### config.mk
export PLATFORM = sky130hd
export DESIGN_NAME = acc_task_scheduler
export DESIGN_NICKNAME = d
export VERILOG_FILES = /design/src/rtl/acc_sched_pkg.sv /design/src/rtl/sched_desc_fifo.sv /design/src/rtl/acc_task_scheduler.sv
export SDC_FILE = /design/constraint.sdc
export NUM_CORES = 1
export LEC_CHECK = 0
export ABC_AREA = 0
export CORE_MARGIN = 8
export CORE_UTILIZATION = 55
export CTS_CLUSTER_SIZE = 28
export DETAILED_ROUTE_END_ITERATION = 7
export MAX_ROUTING_LAYER = met4
export PLACE_DENSITY = 0.77
export SLEW_MARGIN = 10
export SYNTH_ARGS = -nofsm -noshare
export SYNTH_HDL_FRONTEND = slang
export SYNTH_HIERARCHICAL = 1
export SYNTH_SLANG_ARGS = --single-unit
### constraint.sdc
create_clock -name wb_clk_i -period 5.1 [get_ports wb_clk_i]
set_input_delay 0.51 -clock wb_clk_i [delete_from_list [all_inputs] [get_ports wb_clk_i]]
set_output_delay 0.51 -clock wb_clk_i [all_outputs]
set_load 0.01 [all_outputs]
### src/rtl/acc_sched_pkg.sv
// acc_sched_pkg: shared register map, descriptor layout and FSM encoding for acc_task_scheduler
package acc_sched_pkg;
    localparam logic [7:0] OFF_CTRL   = 8'h00;
    localparam logic [7:0] OFF_STATUS = 8'h04;
    localparam logic [7:0] OFF_DESC0  = 8'h08;
    localparam logic [7:0] OFF_DESC1  = 8'h0C;
    localparam logic [7:0] OFF_DONE   = 8'h10;
    localparam logic [7:0] OFF_IRQ    = 8'h14;
    localparam int SRC_W = 13;
    localparam int DST_W = 13;
    localparam int LEN_W = 10;
    localparam int KID_W = 2;
    typedef struct packed {
        logic [SRC_W-1:0] src;
        logic [DST_W-1:0] dst;
        logic [LEN_W-1:0] len;
        logic [KID_W-1:0] kid;
    } desc_t;
    typedef enum logic [1:0] {S_IDLE, S_CMD, S_RUN, S_RETIRE} state_t;
    localparam int ST_FULL     = 3;
    localparam int ST_EMPTY    = 4;
    localparam int ST_BUSY     = 5;
    localparam int ST_ERR_DROP = 6;
    localparam int ST_ERR_TO   = 7;
    localparam int IRQ_DONE    = 0;
    localparam int IRQ_ERR     = 1;
    function automatic logic [2:0] kid_onehot(input logic [KID_W-1:0] k);
        return 3'(1) << k;
    endfunction
endpackage

### src/rtl/sched_desc_fifo.sv
// sched_desc_fifo: DEPTH-entry descriptor queue with push/pop/flush and occupancy flags
module sched_desc_fifo
    import acc_sched_pkg::*;
#(
    parameter int DEPTH = 4
) (
    input  logic                     clk,
    input  logic                     rst,
    input  logic                     push,
    input  logic                     pop,
    input  logic                     flush,
    input  desc_t                    din,
    output desc_t                    dout,
    output logic [$clog2(DEPTH):0]   count,
    output logic                     full,
    output logic                     empty
);
    localparam int AW = $clog2(DEPTH);
    desc_t mem [DEPTH];
    logic [AW-1:0] wr_ptr, rd_ptr;
    logic do_push, do_pop;
    // flush wins over any same-cycle push or pop
    assign do_push = push & ~full & ~flush;
    assign do_pop  = pop & ~empty & ~flush;
    assign full    = count == (AW+1)'(DEPTH);
    assign empty   = count == '0;
    assign dout    = mem[rd_ptr];
    always_ff @(posedge clk) begin
        if (rst || flush) begin
            wr_ptr <= '0;
            rd_ptr <= '0;
            count  <= '0;
        end else begin
            if (do_push) wr_ptr <= wr_ptr + AW'(1);
            if (do_pop) rd_ptr <= rd_ptr + AW'(1);
            count <= count + (AW+1)'(do_push) - (AW+1)'(do_pop);
        end
    end
    always_ff @(posedge clk) begin
        if (do_push) mem[wr_ptr] <= din;
    end
endmodule

### src/rtl/acc_task_scheduler.sv
// acc_task_scheduler: Wishbone-programmed in-order dispatcher of DMA + kernel tasks.
// Define SCHED_TIMEOUT_EN to add a RUN-state watchdog (TIMEOUT_CYCLES).
module acc_task_scheduler
    import acc_sched_pkg::*;
#(
    parameter logic [31:0] BASE_ADDR = 32'h3000_8000,
    parameter int DEPTH = 4
`ifdef SCHED_TIMEOUT_EN
    , parameter int TIMEOUT_CYCLES = 65535
`endif
) (
    input  logic        wb_clk_i,
    input  logic        wb_rst_i,
    input  logic        wbs_stb_i,
    input  logic        wbs_cyc_i,
    input  logic        wbs_we_i,
    input  logic [3:0]  wbs_sel_i,
    input  logic [31:0] wbs_adr_i,
    input  logic [31:0] wbs_dat_i,
    output logic        wbs_ack_o,
    output logic [31:0] wbs_dat_o,
    output logic        dma_cmd_valid,
    input  logic        dma_cmd_ready,
    output logic [12:0] dma_cmd_src,
    output logic [12:0] dma_cmd_dst,
    output logic [9:0]  dma_cmd_len,
    input  logic        dma_done,
    output logic [2:0]  ap_start,
    input  logic        ap_idle,
    input  logic [2:0]  ap_done,
    output logic        sched_irq
);
    state_t state, nxt;
    desc_t act, head, new_desc;
    logic [SRC_W-1:0] sh_src;
    logic [DST_W-1:0] sh_dst;
    logic [$clog2(DEPTH):0] cnt;
    logic full, empty;
    logic hit, acc, wr, flush, push, push_ok, pop, hs, both, to_hit, to_fire, drop;
    logic w_stat, w_irq, en, dma_seen, ap_seen, err_drop, err_to;
    logic [7:0] off;
    logic [1:0] irq;
    logic [15:0] done_cnt;
    logic [31:0] rdata;
    logic unused_bits;
    assign unused_bits = ^{wbs_sel_i, wbs_dat_i[31:29], wbs_dat_i[15:13]};
    assign hit      = wbs_stb_i & wbs_cyc_i & (wbs_adr_i[31:8] == BASE_ADDR[31:8]);
    // accept only when no ack is pending so a held strobe never acks twice in a row
    assign acc      = hit & ~wbs_ack_o;
    assign wr       = acc & wbs_we_i;
    assign off      = wbs_adr_i[7:0];
    assign flush    = wr & (off == OFF_CTRL) & wbs_dat_i[1];
    assign push     = wr & (off == OFF_DESC1);
    assign w_stat   = wr & (off == OFF_STATUS);
    assign w_irq    = wr & (off == OFF_IRQ);
    assign new_desc = '{src: sh_src, dst: sh_dst, len: wbs_dat_i[9:0], kid: wbs_dat_i[17:16]};
    assign push_ok  = ~full & (|new_desc.len) & ~(&new_desc.kid);
    assign drop     = push & ~push_ok;
    assign pop      = (state == S_IDLE) & en & ~empty & ap_idle & ~flush;
    assign hs       = (state == S_CMD) & dma_cmd_ready;
    assign both     = (dma_seen | dma_done) & (ap_seen | ap_done[act.kid]);
    assign to_fire  = (state == S_RUN) & ~both & to_hit;
    sched_desc_fifo #(.DEPTH(DEPTH)) u_fifo (
        .clk   (wb_clk_i),
        .rst   (wb_rst_i),
        .push  (push & push_ok),
        .pop   (pop),
        .flush (flush),
        .din   (new_desc),
        .dout  (head),
        .count (cnt),
        .full  (full),
        .empty (empty)
    );
`ifdef SCHED_TIMEOUT_EN
    logic [15:0] tcnt;
    always_ff @(posedge wb_clk_i) begin
        if (wb_rst_i || hs) tcnt <= '0;
        else if (state == S_RUN) tcnt <= tcnt + 16'd1;
    end
    assign to_hit = (state == S_RUN) & (tcnt == 16'(TIMEOUT_CYCLES - 1));
`else
    assign to_hit = 1'b0;
`endif
    always_ff @(posedge wb_clk_i) begin
        if (wb_rst_i) state <= S_IDLE;
        else state <= nxt;
    end
    always_comb begin
        nxt = state;
        case (state)
            S_IDLE:   nxt = pop ? S_CMD : S_IDLE;
            S_CMD:    nxt = dma_cmd_ready ? S_RUN : S_CMD;
            S_RUN:    nxt = both ? S_RETIRE : (to_hit ? S_IDLE : S_RUN);
            default:  nxt = S_IDLE;
        endcase
    end
    assign dma_cmd_valid = state == S_CMD;
    assign dma_cmd_src   = act.src;
    assign dma_cmd_dst   = act.dst;
    assign dma_cmd_len   = act.len;
    assign ap_start      = hs ? kid_onehot(act.kid) : 3'b000;
    assign sched_irq     = |irq;
    always_comb begin
        rdata = '0;
        case (off)
            OFF_CTRL:   rdata = {31'b0, en};
            OFF_STATUS: rdata = {24'b0, err_to, err_drop, state != S_IDLE, empty, full, 3'(cnt)};
            OFF_DESC0:  rdata = {3'b0, sh_dst, 3'b0, sh_src};
            OFF_DONE:   rdata = {16'b0, done_cnt};
            OFF_IRQ:    rdata = {30'b0, irq};
            default:    rdata = '0;
        endcase
    end
    always_ff @(posedge wb_clk_i) begin
        if (wb_rst_i) begin
            wbs_ack_o <= 1'b0;
            wbs_dat_o <= '0;
            en        <= 1'b0;
            sh_src    <= '0;
            sh_dst    <= '0;
            act       <= '0;
            dma_seen  <= 1'b0;
            ap_seen   <= 1'b0;
            done_cnt  <= '0;
            err_drop  <= 1'b0;
            err_to    <= 1'b0;
            irq       <= '0;
        end else begin
            wbs_ack_o <= acc;
            wbs_dat_o <= (acc & ~wbs_we_i) ? rdata : '0;
            if (wr && off == OFF_CTRL) en <= wbs_dat_i[0];
            if (wr && off == OFF_DESC0) begin
                sh_src <= wbs_dat_i[12:0];
                sh_dst <= wbs_dat_i[28:16];
            end
            if (pop) act <= head;
            // completions are latched independently so either order works
            if (hs) begin
                dma_seen <= 1'b0;
                ap_seen  <= 1'b0;
            end else if (state == S_RUN) begin
                dma_seen <= dma_seen | dma_done;
                ap_seen  <= ap_seen | ap_done[act.kid];
            end
            if (state == S_RETIRE) done_cnt <= done_cnt + 16'd1;
            err_drop      <= drop | (err_drop & ~(w_stat & wbs_dat_i[ST_ERR_DROP]));
            err_to        <= to_fire | (err_to & ~(w_stat & wbs_dat_i[ST_ERR_TO]));
            irq[IRQ_DONE] <= (state == S_RETIRE) | (irq[IRQ_DONE] & ~(w_irq & wbs_dat_i[IRQ_DONE]));
            irq[IRQ_ERR]  <= drop | to_fire | (irq[IRQ_ERR] & ~(w_irq & wbs_dat_i[IRQ_ERR]));
        end
    end
endmodule

== After elaboration in Yosys (flattened, before gate mapping) ==
Memory sizes are Yosys's and may differ from the RTL's. A register that Yosys moved wholly into a read port is not among the register bits.
Index checks and enable logic that the tools add are counted.
Storage, ports and cells
  flip-flop bits (word level): 91
  memory bits (writable): 152
  bits of input ports: 79
  memories: 1
Operators by class
  $add $sub $neg: 5
  $lt $le $gt $ge: 1
  eq/ne operators: 10
  shift operators: 1
  multiplexer cells: 10
  bitwise operators: 49
  reduce and logical (&&, ||, !) cells: 12
Memories
  u_fifo.mem: depth 4, bits a word 38, rd ports 1, clocked after Yosys merged registers in 1, write ports 1, RTL line sched_desc_fifo.sv:19  | desc_t mem [DEPTH];
Operator list (count)
  $pmux 29 s5: 1
  $and 1x1->1: 32
  $eq 24x22->1 const B: 1
  $add 16x1->16 const B: 1
  $eq 8x4->1 const B: 2
  $eq 8x5->1 const B: 2
  $not 1->1: 12
  $reduce_or 10->1: 1
  $eq 8x3->1 const B: 1
  $logic_not 8->1: 1
  $pmux 2 s3: 1
  $reduce_or 2->1: 3
  $mux 1: 5
  $or 1x1->1: 5
  $add 2x1->2 const B: 2
  $eq 2x2->1 const B: 2
  $add 3x1->3: 1
  $eq 3x3->1 const B: 1
  $logic_not 3->1: 1
  $lt 2x3->1 const B: 1
  $mux 3: 1
  $shl 1x2->3 const A: 1
  $sub 3x1->3: 1
  $bmux 1 s2: 1
  other kinds (7): 8

== Logic depth before layout (Yosys ltp) ==
Gate-level depths: netlist of run 1.
  word-level depth: 11
  mapped depth: 16
  depth with buffers taken out: 15

== Modules after synthesis ==
The synthesis of run 1 kept the hierarchy.
Modules (own cells, without submodules)
  acc_task_scheduler: times used 1, cells an instance 701, area each 6044.5 µm², seq. area each 2382.3 µm²
  sched_desc_fifo: times used 1, cells an instance 249, area each 5964.5 µm², seq. area each 4744.6 µm²

== Least setup slack after synthesis of run 1 ==
Ideal clock, no wire load.
  path type: input -> register
  from: in wbs_adr_i[23]
  to: reg u_fifo.count[2]
  setup time: 0.153 ns
  arrival: 3.593 ns
  required time: 4.947 ns
  setup slack: 1.353 ns
  stages: 16
  path buffers: 3
  cell sequence: nor4_1 nand3_1 buf_2 buf_2 clkbuf_1 nor4_1 inv_1 nor3_2 inv_1 ha_1 inv_1 ha_1 fa_1 xnor2_1 xnor2_1 nor3_1
On the way
  word-level cells in the longest chain between the ends: 11
RTL lines
  start, declared: RTL line acc_task_scheduler.sv:18  | input logic [31:0] wbs_adr_i,
  $eq 24x22->1 *: RTL line acc_task_scheduler.sv:47  | assign hit = wbs_stb_i & wbs_cyc_i & (wbs_adr_i[31:8] == BASE_ADDR[31:8]);
  $and 1x1->1 *: RTL line acc_task_scheduler.sv:47
  $and 1x1->1 *: RTL line acc_task_scheduler.sv:49  | assign acc = hit & ~wbs_ack_o;
  $and 1x1->1 *: RTL line acc_task_scheduler.sv:50  | assign wr = acc & wbs_we_i;
  parallel branches: the longest is 7 deep, another holds $add 3x1->3
  end signal, assigned: RTL line sched_desc_fifo.sv:36  | count <= count + (AW+1)'(do_push) - (AW+1)'(do_pop);
  end, declared: RTL line sched_desc_fifo.sv:14  | output logic [$clog2(DEPTH):0] count,
Every way passes the cells marked *.
A chain may end at the register's enable or synchronous reset.

== Worst setup path in the final report of run 1 ==
  from: in wbs_adr_i[14]
  to: reg u_fifo.count[2]
On the way
  word-level cells in the longest chain between the ends: 11
RTL lines
  $eq 24x22->1: RTL line acc_task_scheduler.sv:47
  $and 1x1->1: RTL line acc_task_scheduler.sv:47
  $and 1x1->1: RTL line acc_task_scheduler.sv:49
  $and 1x1->1: RTL line acc_task_scheduler.sv:50
  $and 1x1->1 (2 in a row): RTL line acc_task_scheduler.sv:52  | assign flush = wr & (off == OFF_CTRL) & wbs_dat_i[1];
  via flush: RTL line acc_task_scheduler.sv:39  | logic hit, acc, wr, flush, push, push_ok, pop, hs, both, to_hit, to_fire, drop;
  $not 1->1: RTL line acc_task_scheduler.sv:59  | assign pop = (state == S_IDLE) & en & ~empty & ap_idle & ~flush;
  $and 1x1->1: RTL line acc_task_scheduler.sv:59
  via pop: RTL line acc_task_scheduler.sv:39
  $and 1x1->1 (2 in a row): RTL line sched_desc_fifo.sv:24  | assign do_pop = pop & ~empty & ~flush;
  via u_fifo.do_pop: RTL line sched_desc_fifo.sv:21  | logic do_push, do_pop;
  $sub 3x1->3: RTL line sched_desc_fifo.sv:36
The timed path passes the listed nets, and every way through them passes these cells.

==> results of run 1 <==
==> worst reg2reg max path, delay by kind of cell, from the launching register on <==
kind | cells | cell delay [ns]
AO/OA/AOI/OAI | 1 | 0.11
XOR/XNOR | 2 | 0.32
adder cells (fa/ha/maj) | 3 | 0.83
buffers and inverters | 3 | 0.68
flip-flops | 1 | 0.32
AND/OR/NAND/NOR | 6 | 1.17
==> how the worst max path moves through the flow <==
stage	to	slack, ns	cells past startpoint	startpoint
6_report	u_fifo/count[2]	1.43	16	wbs_adr_i[14]
3_3_place_gp	u_fifo/count[2]	0.97	16	wbs_adr_i[14]
5_1_grt	u_fifo/count[2]	1.19	15	wbs_adr_i[1]
3_5_place_dp	u_fifo/count[2]	0.94	16	wbs_adr_i[14]
4_1_cts	u_fifo/count[2]	1.46	16	wbs_adr_i[14]
2_1_floorplan	u_fifo/count[2]	1.35	16	wbs_adr_i[23]
==> layout by cell type, fill, tap and decap left out, types with 7 or more instances in the layout <==
cell,n
xor2_1,10
clkbuf_1,7
and4_1,8
inv_1,12
mux4_2,38
o22a_1,38
dfxtp_1,127
or4_1,43
nand4_1,74
nand3_1,7
nor4_1,10
nand2_1,59
edfxtp_1,152
o31ai_1,30
clkbuf_16,29
ha_1,7
nor2_1,21
clkdlybuf4s50_1,138
a22oi_1,9
nor2b_1,7
a21oi_1,35
and2_1,25
buf_4,20
nor3_1,13
o211ai_1,38
==> logic make-up (layout without fill, tap and decap cells) <==
group | after synthesis | count (layout) | share of synthesized area [%]
mux | 41 | 41 | 7.41
other cells | 1 | 3 | 0.0312
flops | 280 | 280 | 59.3
fa+ha+maj | 8 | 8 | 0.896
simple gates | 295 | 295 | 14.7
buf+inv | 134 | 227 | 5.83
xor+xnor | 14 | 14 | 1.02
compound gates | 177 | 177 | 10.8
==> routing by layer <==
| layer | track usage, % | routed length [µm] |
|---|---|---|
| met5 | - | 0 |
| met3 | 3.76 | 2710 |
| met4 | 8.43 | 892 |
| met2 | 35.5 | 14100 |
| met1 | 30.8 | 12400 |
==> per-stage QoR <==
stage | instances | total power [µW] | utilization, % | area (µm²) | hold slack (ns)
floorplan | 952 | 2440 | - | 12000 | 0.436
global route | 1325 | 4620 | 65.8 | 14200 | 0.509
CTS | 1325 | 4520 | 65.8 | 14200 | 0.482
finish | 1325 | 4500 | 65.8 | 14200 | 0.482
global placement | 1272 | 2510 | 61.5 | 13300 | 0.461
detailed placement | 1272 | 2510 | 61.5 | 13300 | 0.466
==> power groups by stage <==
stage / sequential [µW] / clock [µW] / combinational [µW]
finish: 2360 / 2030 / 109
CTS: 2360 / 2060 / 108
global route: 2360 / 2140 / 116
floorplan: 2410 / 0 / 31.8
global placement: 2410 / 0 / 107
detailed placement: 2410 / 0 / 108
==> state kept, by name, summed over array words and instances (netlist names), named ones only <==
| signal | cells |
|---|---|
| dma_seen | 1 |
| dma_cmd_dst | 13 |
| done_cnt | 16 |
| dma_cmd_src | 13 |
| u_fifo/rd_ptr | 2 |
| u_fifo/count | 3 |
| en | 1 |
| sh_dst | 13 |
| ap_seen | 1 |
| u_fifo/mem | 152 |
| wbs_dat_o | 29 |
| dma_cmd_len | 10 |
| act | 2 |
| err_to | 1 |
| state | 2 |
| wbs_ack_o | 1 |
| irq | 2 |
| sh_src | 13 |
| err_drop | 1 |
| u_fifo/wr_ptr | 2 |
==> final cells by class <==
class                           instances  share of cell area [%]
Sequential cell                       280                    50.1
Timing Repair Buffer                  160                    10.9
Clock inverter                         14                   0.854
Clock buffer                           39                    5.58
Tap cell                              280                    2.46
Inverter                               14                   0.378
Multi-Input combinational cell        538                    29.6
==> impl_metrics.tcl, run 1 <==
set metrics [dict create \
    die_w_um 164 \
    fin_crit_sh_pct 72.1 \
    finalSetupViolCount 0 \
    rows 54 \
    setup_tns_ns 0 \
    seq_area_mm2 0.00713 \
    antenna_found_initial 0 \
    hold_buffers 0 \
    p_int_uw 3600 \
    dieArea_mm2 0.0268 \
    cp-start-kind "primary input" \
    r2r_cells 15 \
    vias 8477 \
    relSlewSlack_pct 21.5 \
    drive_gt1_share_pct 11.9 \
    clockBufferDepth 3 \
    drt_first_pass_iters 8 \
    max_stage_delay_ns 0.44 \
    die_y_um 164 \
    top_level_ports 153 \
    grt_overflow 0 \
    maxSlewViolCount 0 \
    core-area_mm2 0.0216 \
    fmax_mhz 272 \
    track_usage_pct 23.1 \
    fin_skew_ns 0.0127 \
    area_delta_synth_final_pct 18.4 \
    crit_required_ns 5.49 \
    antenna_cells 0 \
    hpwl_um 18400 \
    cts-root-buf "clkbuf_16" \
    post-place-ws_ns 0.938 \
    port_buffers 139 \
    worstMarginPinSlew_ns 1.18 \
    r2r-start "wbs_ack_o" \
    grt_pass1_vias 8541 \
    peakVddDrop_mv 0.217 \
    place.gp.congestion 0.864 \
    p_per_area_mw_per_mm2 317 \
    synthCells 950 \
    r2r_setup_slack_ns 1.53 \
    min_to "dma_seen" \
    yosys.area.top_type "edfxtp_1" \
    pwr-share-seq_pct 52.4 \
    min_path_cells 2 \
    crit_type "primary input to flop" \
    synth-seq-cells 280 \
    p_leak_uw 0.00432 \
    swShare_pct 20.0 \
    final_net_count 1110 \
    fillCellCount 1570 \
    cts_setup_buffers 0 \
    ys.flop_type "edfxtp_1" \
    yosysUniqueCellTypes 63 \
    clock-sinks 280 \
    cts_resized 0 \
    synth_most_common_cell "edfxtp_1" \
    synth-edff-count 152 \
    crit_arrival_ns 4.06 \
    ant_nets 0 \
    switching_power_uw 902 \
    grt_max_degree 71 \
    hold_class "flop to flop" \
    cts_inserted_buffers 29 \
    holdCritStartpoint "dma_seen" \
    hold_viol_final 0 \
    r2r-end "u_fifo/count[2]" \
    worstPathMaxFanout 70 \
    rsz0062_at_grt "false" \
    drt-initial-drc-count 926 \
    crit_slowest_cell "buf_4" \
    yosys-top-cells-area "edfxtp_1 (38%), dfxtp_1 (21%), mux4_2 (7.1%)" \
    cts_tree "yes" \
    avgRoutedWirePerCell_um 22.7 \
    initial_core_util_pct 55.5 \
    maxCapViolations 0 \
    yosys_warnings 6 \
    outcome "finished clean" \
    crit_path_end_kind "flop" \
    async_flop_share_pct 0 \
    synth-seq-area-share_pct 59.3 \
    wl_um 30100 \
    comb_power_share_pct 2.4 \
    ys_top_cells_by_count "edfxtp_1 (152), dfxtp_1 (128), nand4_1 (74), nand2_1 (59), clkbuf_1 (58)" \
    final.setup.worst_slack_ns 1.43 \
    syn_area_mm2 0.0120 \
    critPathTopFamily "simple AND/OR/NAND/NOR gates" \
    drc_errors 0 \
    clk_latency_ns 0.54 \
    min_period_ns 3.67 \
    crit_buf_inv 4 \
    multiInputGateArea_mm2 0.00421 \
    clkSlewWorstSetupHoldPaths_ns 0.06 \
    grt_pass1_wl_um 47700 \
    avgSynthCellArea_um2 12.6 \
    crit_path_cell_trace "clkdlybuf4s50_1 > nor4b_1 > nand4_1 > buf_4 > nor3_1 > buf_4 > nor2b_1 > o31ai_1 > nor2_1 > ha_1 > inv_1 > ha_1 > fa_1 > xnor2_1 > xnor2_1 > nor3_1" \
    cts.htree.levels 1 \
    pwr-share-clk_pct 45.2 \
    viasPerCell 6.40 \
    synth_top_area_share_pct 38.0 \
]
(Power assumes the default switching activity.)
==> run 2, diff against run 1 <==
==> constraint.sdc (replaced) <==
create_clock -name wb_clk_i -period 3.56 [get_ports wb_clk_i]
set_input_delay 0.356 -clock wb_clk_i [delete_from_list [all_inputs] [get_ports wb_clk_i]]
set_output_delay 0.356 -clock wb_clk_i [all_outputs]
set_load 0.01 [all_outputs]
==> impl_metrics.tcl, run 2 (synthesis results as in run 1) <==
set metrics [dict create \
    fmax_mhz 314 \
    finalSetupViolCount 0 \
    mostFrequentLayoutCell "edfxtp_1" \
    grt_max_degree 67 \
    hold_buffers 0 \
    port_buffers 139 \
    top_level_ports 153 \
    initial_core_util_pct 55.5 \
    rows 54 \
    grt_pass1_wl_um 49500 \
    cts_resized 0 \
    place.gp.congestion 0.831 \
    final_cell_mix "edfxtp_1 (152), clkdlybuf4s50_1 (138), dfxtp_1 (127)" \
    clkSlewWorstSetupHoldPaths_ns 0.06 \
    crit_required_ns 3.96 \
    relSlewSlack_pct 43.0 \
    p_per_area_mw_per_mm2 451 \
    outcome "finished clean" \
    avgRoutedWirePerCell_um 23.2 \
    die_y_um 164 \
    crit_path_end_kind "flop" \
    p_leak_uw 0.00453 \
    cts_setup_buffers 0 \
    rsz0062_at_grt "false" \
    clockBufferDepth 3 \
    viasPerCell 6.49 \
    cts.htree.levels 1 \
    hold_class "primary input to flop" \
    largest-register "u_fifo/mem" \
    ant_nets 0 \
    core-area_mm2 0.0216 \
    fin_skew_ns 0.0185 \
    die_w_um 164 \
    biggestRegsByFlops "u_fifo/mem x152, wbs_dat_o x29, done_cnt x16" \
    crit_type "flop to flop" \
    worstPathMaxFanout 7 \
    drt-initial-drc-count 873 \
    hold_viol_final 0 \
    fin_crit_sh_pct 89.3 \
    wl_um 31500 \
    clock-sinks 280 \
    maxSlewViolCount 0 \
    cts-root-buf "clkbuf_16" \
    grt_pass1_vias 8923 \
    vias 8808 \
    hpwl_um 19900 \
    maxCapViolations 0 \
    peakVddDrop_mv 0.411 \
    min_period_ns 3.18 \
    grt_overflow 0 \
    final_area_mm2 0.0146 \
    antenna_found_initial 1 \
    worstMarginPinSlew_ns 0.848 \
    drive_gt1_share_pct 15.1 \
    cts_tree "yes" \
    crit_arrival_ns 3.58 \
    cts_inserted_buffers 28 \
    track_usage_pct 24.1 \
    clk_latency_ns 0.55 \
    utilization_pct 67.4 \
    drc_errors 0 \
    antenna_cells 0 \
    dieArea_mm2 0.0268 \
    setup_tns_ns 0 \
    dpl_cell_area_mm2 0.0136 \
    final_net_count 1145 \
    area_delta_synth_final_pct 21.4 \
    largest_reg_flops 152 \
    drt_first_pass_iters 6 \
    cp-start-kind "flop" \
    hold_slack_ns 0.0881 \
]
-- run 2: final cells by class --
| class | instances | area [µm²] |
|---|---|---|
| Tap cell | 280 | 350 |
| Clock buffer | 35 | 757 |
| Inverter | 14 | 53.8 |
| Multi-Input combinational cell | 538 | 4220 |
| Fill cell | 1561 | 7050 |
| Clock inverter | 15 | 190 |
| Timing Repair Buffer | 196 | 1880 |
| Sequential cell | 280 | 7130 |
-- run 2: where the power goes --
group / internal (µW) / switching (µW) / leakage, µW
Clock: 1790 / 1220 / 0.000464
Sequential: 3380 / 0.000000148 / 0.00230
Combinational: 91.1 / 87.4 / 0.00176
Total: 5260 / 1310 / 0.00453
-- run 2: critical path, cell delays in order, from the launching register on --
cell and delay (ns):
dfxtp_1 0.46, or3b_4 0.21, clkinv_2 0.12, a21oi_1 0.14, o41ai_1 0.09, buf_4 0.14, nor4_2 0.26, inv_1 0.10
nor3_2 0.19, inv_1 0.07, ha_1 0.27, inv_1 0.04, ha_1 0.18, fa_1 0.37, xnor2_1 0.18, xnor2_1 0.14
nor3_1 0.06
-- run 2: final timing paths --
kind,slack [ns],start,depth (start not counted),to
max,0.38,u_fifo/count[1],16,u_fifo/count[2]
min,0.09,wb_rst_i,2,sh_src[1]
max reg2reg,0.38,u_fifo/count[1],16,u_fifo/count[2]
min reg2reg,0.48,dma_seen,2,dma_seen
-- run 2: routing by layer --
metal	part of all wire, %	up-vias	global-route usage [%]
met2	49	463	38.4
met4	4.2	0	10.2
li1	-	3900	-
met1	39	4351	30.4
met3	7.9	94	3.91
met5	0	-	-
-- run 2: stage by stage --
stage	total power, µW	std cells	worst slack (ns)
2_1_floorplan	3500	952	0.0387
3_3_place_gp	3620	1308	-0.0279
3_5_place_dp	3620	1308	-0.0924
4_1_cts	6600	1358	0.394
5_1_grt	6750	1358	0.149
6_report	6570	1358	0.380
